$ cat src/rtl/lif_neuron.sv
`default_nettype none
// ============================================================================
// Module      : lif_neuron
// Description : Leaky integrate-and-fire neuron with two states, INTEGRATE
//               and REFRACTORY.
//               - INTEGRATE: the signed weights of the channels that spiked
//                 this cycle are summed and added to the membrane potential
//                 V. The result saturates to N bits and then has the leak
//                 applied. The neuron fires when the post-leak value reaches
//                 firing_threshold.
//               - REFRACTORY: inputs are ignored and only the leak acts on V.
// Ports       :
//   clk                 in   rising-edge clock
//   rst_n               in   asynchronous active-low reset
//   firing_threshold    in   [N-1:0]   signed firing threshold
//   syn_weights         in   [M*S-1:0] signed weight of channel i at [i*S +: S]
//   spike_in            in   [M-1:0]   per-channel spike events
//   leak_value          in   [N-2:0]   unsigned leak magnitude per tick
//   leak_period         in   [L-1:0]   cycles between leak ticks (0 = off)
//   refrac_period       in   [R-1:0]   refractory cycles after a spike
//   reset_mode          in   0: V<=0 on fire, 1: V<=V-threshold on fire
//   spike_out           out  one-cycle registered spike
//   membrane_potential  out  [N-1:0]   registered signed potential V
//   refractory          out  high while in REFRACTORY
// Revision    : 1.0 - initial release
// ============================================================================
module lif_neuron #(
    parameter int N = 8,
    parameter int S = 4,
    parameter int M = 4,
    parameter int R = 4,
    parameter int L = 4
) (
    input  logic           clk,
    input  logic           rst_n,
    input  logic [N-1:0]   firing_threshold,
    input  logic [M*S-1:0] syn_weights,
    input  logic [M-1:0]   spike_in,
    input  logic [N-2:0]   leak_value,
    input  logic [L-1:0]   leak_period,
    input  logic [R-1:0]   refrac_period,
    input  logic           reset_mode,
    output logic           spike_out,
    output logic [N-1:0]   membrane_potential,
    output logic           refractory
);

    // Internal arithmetic width. It holds the sum of all M weights plus V
    // without overflow, and also V +/- leak and V - threshold.
    localparam int c_W = N + $clog2(M) + 1;

    localparam logic [0:0] c_INTEGRATE  = 1'b0;
    localparam logic [0:0] c_REFRACTORY = 1'b1;

    localparam logic signed [c_W-1:0] c_VMAX = {{(c_W-N+1){1'b0}}, {(N-1){1'b1}}};
    localparam logic signed [c_W-1:0] c_VMIN = {{(c_W-N+1){1'b1}}, {(N-1){1'b0}}};
    localparam logic signed [c_W-1:0] c_ZERO = '0;

    // ------------------------------------------------------------------
    // Helpers
    // ------------------------------------------------------------------
    function automatic logic signed [c_W-1:0] sext_n(input logic [N-1:0] v);
        return {{(c_W-N){v[N-1]}}, v};
    endfunction

    function automatic logic [N-1:0] sat_n(input logic signed [c_W-1:0] x);
        logic [N-1:0] y;
        if (x > c_VMAX) begin
            y = c_VMAX[N-1:0];
        end else if (x < c_VMIN) begin
            y = c_VMIN[N-1:0];
        end else begin
            y = x[N-1:0];
        end
        return y;
    endfunction

    // ------------------------------------------------------------------
    // Registers
    // ------------------------------------------------------------------
    logic [0:0]   r_state;
    logic [N-1:0] r_v;
    logic         r_spike;
    logic [R-1:0] r_refrac_cnt;
    logic [L-1:0] r_leak_cnt;

    // ------------------------------------------------------------------
    // Combinational signals
    // ------------------------------------------------------------------
    logic signed [c_W-1:0] w_weight_ext [M];
    logic signed [c_W-1:0] w_sum;
    logic signed [c_W-1:0] w_full;
    logic        [N-1:0]   w_vs;
    logic signed [c_W-1:0] w_leak_ext;
    logic signed [c_W-1:0] w_leak_dec;
    logic signed [c_W-1:0] w_leak_inc;
    logic        [N-1:0]   w_vl;
    logic                  w_leak_tick;
    logic        [L-1:0]   w_next_leak_cnt;
    logic                  w_fire;
    logic signed [c_W-1:0] w_sub;
    logic        [N-1:0]   w_v_after_fire;
    logic        [0:0]     w_next_state;
    logic        [N-1:0]   w_next_v;
    logic                  w_next_spike;
    logic        [R-1:0]   w_next_refrac_cnt;

    // Sign-extend every channel weight to the internal width.
    generate
        for (genvar gi = 0; gi < M; gi++) begin : g_chan
            assign w_weight_ext[gi] = {{(c_W-S){syn_weights[gi*S+S-1]}},
                                       syn_weights[gi*S +: S]};
        end
    endgenerate

    // Synaptic sum. Spikes are ignored entirely while refractory.
    always_comb begin
        w_sum = '0;
        if (r_state == c_INTEGRATE) begin
            for (int i = 0; i < M; i++) begin
                if (spike_in[i]) begin
                    w_sum = w_sum + w_weight_ext[i];
                end
            end
        end
    end

    assign w_full = w_sum + sext_n(r_v);
    assign w_vs   = sat_n(w_full);

    // Leak tick generator. It runs in both states. A zero period holds the
    // counter at zero and produces no ticks.
    always_comb begin
        w_leak_tick     = 1'b0;
        w_next_leak_cnt = '0;
        if (leak_period != '0) begin
            if (r_leak_cnt >= leak_period - L'(1)) begin
                w_leak_tick = 1'b1;
            end else begin
                w_next_leak_cnt = r_leak_cnt + L'(1);
            end
        end
    end

    // Leak moves the value toward zero but never past it. The direction is
    // chosen by the sign of the stored V, not by the sign of the new sum.
    assign w_leak_ext = {{(c_W-N+1){1'b0}}, leak_value};
    assign w_leak_dec = sext_n(w_vs) - w_leak_ext;
    assign w_leak_inc = sext_n(w_vs) + w_leak_ext;

    always_comb begin
        w_vl = w_vs;
        if (w_leak_tick) begin
            if (!r_v[N-1] && (r_v != '0)) begin
                w_vl = (w_leak_dec < c_ZERO) ? '0 : w_leak_dec[N-1:0];
            end else if (r_v[N-1]) begin
                w_vl = (w_leak_inc > c_ZERO) ? '0 : w_leak_inc[N-1:0];
            end
        end
    end

    // Fire decision and post-fire potential.
    assign w_fire         = (r_state == c_INTEGRATE) &&
                            ($signed(w_vl) >= $signed(firing_threshold));
    assign w_sub          = sext_n(w_vl) - sext_n(firing_threshold);
    assign w_v_after_fire = reset_mode ? sat_n(w_sub) : '0;

    // ------------------------------------------------------------------
    // Next-state / next-output logic
    // ------------------------------------------------------------------
    always_comb begin
        w_next_state      = r_state;
        w_next_v          = w_vl;
        w_next_spike      = 1'b0;
        w_next_refrac_cnt = r_refrac_cnt;
        case (r_state)
            c_INTEGRATE: begin
                if (w_fire) begin
                    w_next_spike = 1'b1;
                    w_next_v     = w_v_after_fire;
                    // The period is captured only here. Later changes to
                    // the input do not affect a refractory interval that
                    // is already running.
                    if (refrac_period != '0) begin
                        w_next_state      = c_REFRACTORY;
                        w_next_refrac_cnt = refrac_period;
                    end
                end
            end
            c_REFRACTORY: begin
                w_next_refrac_cnt = r_refrac_cnt - R'(1);
                // The last refractory cycle is the one that consumes the
                // final count. The next edge then accepts inputs again.
                if (r_refrac_cnt <= R'(1)) begin
                    w_next_state      = c_INTEGRATE;
                    w_next_refrac_cnt = '0;
                end
            end
            default: begin
                w_next_state      = c_INTEGRATE;
                w_next_refrac_cnt = '0;
            end
        endcase
    end

    // ------------------------------------------------------------------
    // State register
    // ------------------------------------------------------------------
    always_ff @(posedge clk or negedge rst_n) begin
        if (!rst_n) begin
            r_state      <= c_INTEGRATE;
            r_v          <= '0;
            r_spike      <= 1'b0;
            r_refrac_cnt <= '0;
            r_leak_cnt   <= '0;
        end else begin
            r_state      <= w_next_state;
            r_v          <= w_next_v;
            r_spike      <= w_next_spike;
            r_refrac_cnt <= w_next_refrac_cnt;
            r_leak_cnt   <= w_next_leak_cnt;
        end
    end

    assign spike_out          = r_spike;
    assign membrane_potential = r_v;
    assign refractory         = (r_state == c_REFRACTORY);

endmodule
`default_nettype wire

$ cat config.mk
export PLATFORM = sky130hd
export DESIGN_NAME = lif_neuron
export DESIGN_NICKNAME = d
export VERILOG_FILES = /design/src/rtl/lif_neuron.sv
export SDC_FILE = /design/constraint.sdc
export NUM_CORES = 1
export LEC_CHECK = 0
export CAP_MARGIN = 5
export CORE_ASPECT_RATIO = 1.5
export CORE_MARGIN = 2
export CORE_UTILIZATION = 55
export DETAILED_ROUTE_END_ITERATION = 8
export HOLD_SLACK_MARGIN = 0.1
export PLACE_DENSITY = 0.75
export SYNTH_ARGS = -nofsm -noshare
export SYNTH_HDL_FRONTEND = slang
export SYNTH_SLANG_ARGS = --single-unit
$ cat constraint.sdc
create_clock -name clk -period 17.9 [get_ports clk]
set_input_delay 3.58 -clock clk [delete_from_list [all_inputs] [get_ports clk]]
set_output_delay 3.58 -clock clk [all_outputs]
set_load 0.005 [all_outputs]
==> run summary <==
Area Overhead vs Synth: 16.4%
Endpoint class of the critical path: register
Total GRT Usage: 25.7%
Max incr delay on CP: 0.44 ns
Final setup fails: 0
IO Count: 56
Final WL: 11100 µm
Reg2reg start: refractory
Netlist cell types: 73
Setup total negative slack: 0 ns
Yosys warns: 0
Slowest CP cell: clkdlybuf4s50_1
Die outline width: 76.8 µm
Clock skew: 0.00341 ns
Yosys reg bits: 18
Skew-Pair Late Insertion Delay: 0.25 ns
Initial antenna violation count: 0
Pin count of the biggest net entering global routing: 20
Hpwl dp: 9470 µm
Data required, critical path: 18.03 ns
Count of input and output buffers: 55
Max FO, Critical Path: 9
Max cap viols: 0
GRT overflow: 0
CTS Buffer Depth: 2
Biggest area consumer among synthesized cells: ha_1
First-pass GRT wire length: 18900 µm
DRT iter0 DRCs: 153
RSZ-0062 raised after global routing: false
CP Launch Point: spike_in[0]
Post-CTS Setup Inserts: 0
Synthesized Nets: 684
DRT antenna net count: 0
CTS tree: done
Crit path capture: membrane_potential[5]
WS Path Type: in2reg
Die area: 0.00868 mm²
Placer Congestion: 0.898
Count leader, synth: ha_1
Vias/cell: 6.05
Net count, final: 733
Vias in the first global route: 4332
Final hold viol count: 0
Layout cells sized above 1: 6.06%
CTS H-tree depth: 1
FF-to-FF End: membrane_potential[5]
Avg WL per Cell: 15.6 µm
Top_reg_cell synth: dfrtp_1
Diode count: 0
Utilization after layout: 66.3%
Share of Yosys cell area claimed by the top area cell type: 18.9%
Ys async rst share: 100%
Run status: complete, no violations
Crit path arrival time: 15.18 ns
Core Footprint: 0.00766 mm²
Post-synth top cells: ha_1, inv_1, nor2_1
Die height: 113 µm
Sequential share of the synthesized area: 10.3%
Register clock-pin slew on the reported worst setup and hold paths: 0.05 ns
CTS resizes: 0
R2R Setup Slk: 9.15 ns
Fmax: 66.4 MHz
Number of flops mapped to enable cells by yosys: 0
Synth area leaders: ha_1, dfrtp_1, a21oi_1
Minimum clock period: 15.06 ns
Worst slew margin: 47.1%
Cell Area, Synth: 0.00437 mm²
Critical path launch point type: primary input
Final Max Slew Viols: 0
Vias: 4312
Clock sinks: 18
Worst min path class: reg2reg
Worst slew pin tran: 0.794 ns
DR DRC count: 0
Initial Utilization: 57.0%
Post-Syn Instances: 563
Row count: 39
Hold_buf cts: 0
Root Buffer: clkbuf_16
Syn Area/Cell: 7.76 µm²
TritonRoute pass-1 iters: 4
Filler instances: 693
Num CTS Buffers: 3
Tcrit/Tclk final: 84.1%
Reg2reg path depth: 33
-- registers in the layout (all words and copies together), names as in the netlist --
signal / flops
membrane_potential: 8
r_leak_cnt: 4
r_refrac_cnt: 4
refractory: 1
spike_out: 1
-- through the flow --
step | hold WS [ns] | setup WS (ns) | instances | cell area (µm²)
after floorplan | 0.453 | 4.42 | 563 | 4370
after global placement | 0.477 | 3.15 | 709 | 4990
after detailed placement | 0.492 | 2.68 | 709 | 4990
after CTS | 0.500 | 2.89 | 713 | 5080
after global routing | 0.534 | 1.72 | 713 | 5080
final | 0.500 | 2.84 | 713 | 5080
-- routing by layer --
layer	vias to the layer above	share of wire [%]	track usage (%)
li1	2146	-	-
met1	2019	39	28.1
met3	29	3.3	2.39
met2	118	54	50.5
met5	-	0	0
met4	0	3.6	9.09
-- cells by family after synthesis --
group | synth area share, %
AOI/OAI and AO/OA | 29.0
xor gates and xnor gates | 6.62
adders and majority gates | 23.0
buffers and inverters | 5.76
DFF | 10.3
muxes | 3.67
and+or+nand+nor | 21.6
-- layout by cell type (no fill, tap or decap), drive strengths merged, types with 6 or more instances in the layout --
cell type      instances
nor3                  16
nor2                  48
xnor2                 24
inv                   53
or3                    6
or2                    9
o31ai                  6
nand2b                12
mux2                   8
a21o                  19
mux2i                  7
o21a                   9
o211ai                 6
o22ai                  7
nand3                  6
o21ai                 38
clkdlybuf4s50         55
o21bai                 8
a211oi                10
nor4                   6
nor2b                 10
fa                     9
nand2                 31
a21oi                 45
and2                   9
xor2                   9
dfrtp                 18
ha                    66
-- critical path: cells and delay by family --
kind,cells,cell delay [ns]
AND/OR/NAND/NOR,12,2.08
AO/OA/AOI/OAI,26,5.52
multiplexers,1,0.27
adder cells (fa/ha/maj),9,2.98
buffers and inverters,2,0.52
XOR/XNOR,2,0.23
-- how the worst min path moves through the flow --
stage	from	end	slack [ns]	depth (start not counted)
floorplan	r_leak_cnt[0]	r_leak_cnt[0]	0.45	1
global placement	r_leak_cnt[0]	r_leak_cnt[0]	0.48	1
detailed placement	r_leak_cnt[0]	r_leak_cnt[0]	0.49	1
CTS	r_leak_cnt[0]	r_leak_cnt[0]	0.50	1
global route	r_leak_cnt[0]	r_leak_cnt[0]	0.53	1
finish	r_leak_cnt[0]	r_leak_cnt[0]	0.50	1
-- cell type report --
type                    count  area, µm²  area share (%)
repair buffers             55        551            10.8
clock buffers               4       88.8            1.75
flip-flops and latches     18        450            8.86
inverters                  53        199            3.92
multi-input cells         481       3660            72.1
well taps                 102        128            2.51
Power is not shown: default switching activity piles up to over one toggle a cycle in this logic, so the estimate is an artifact.
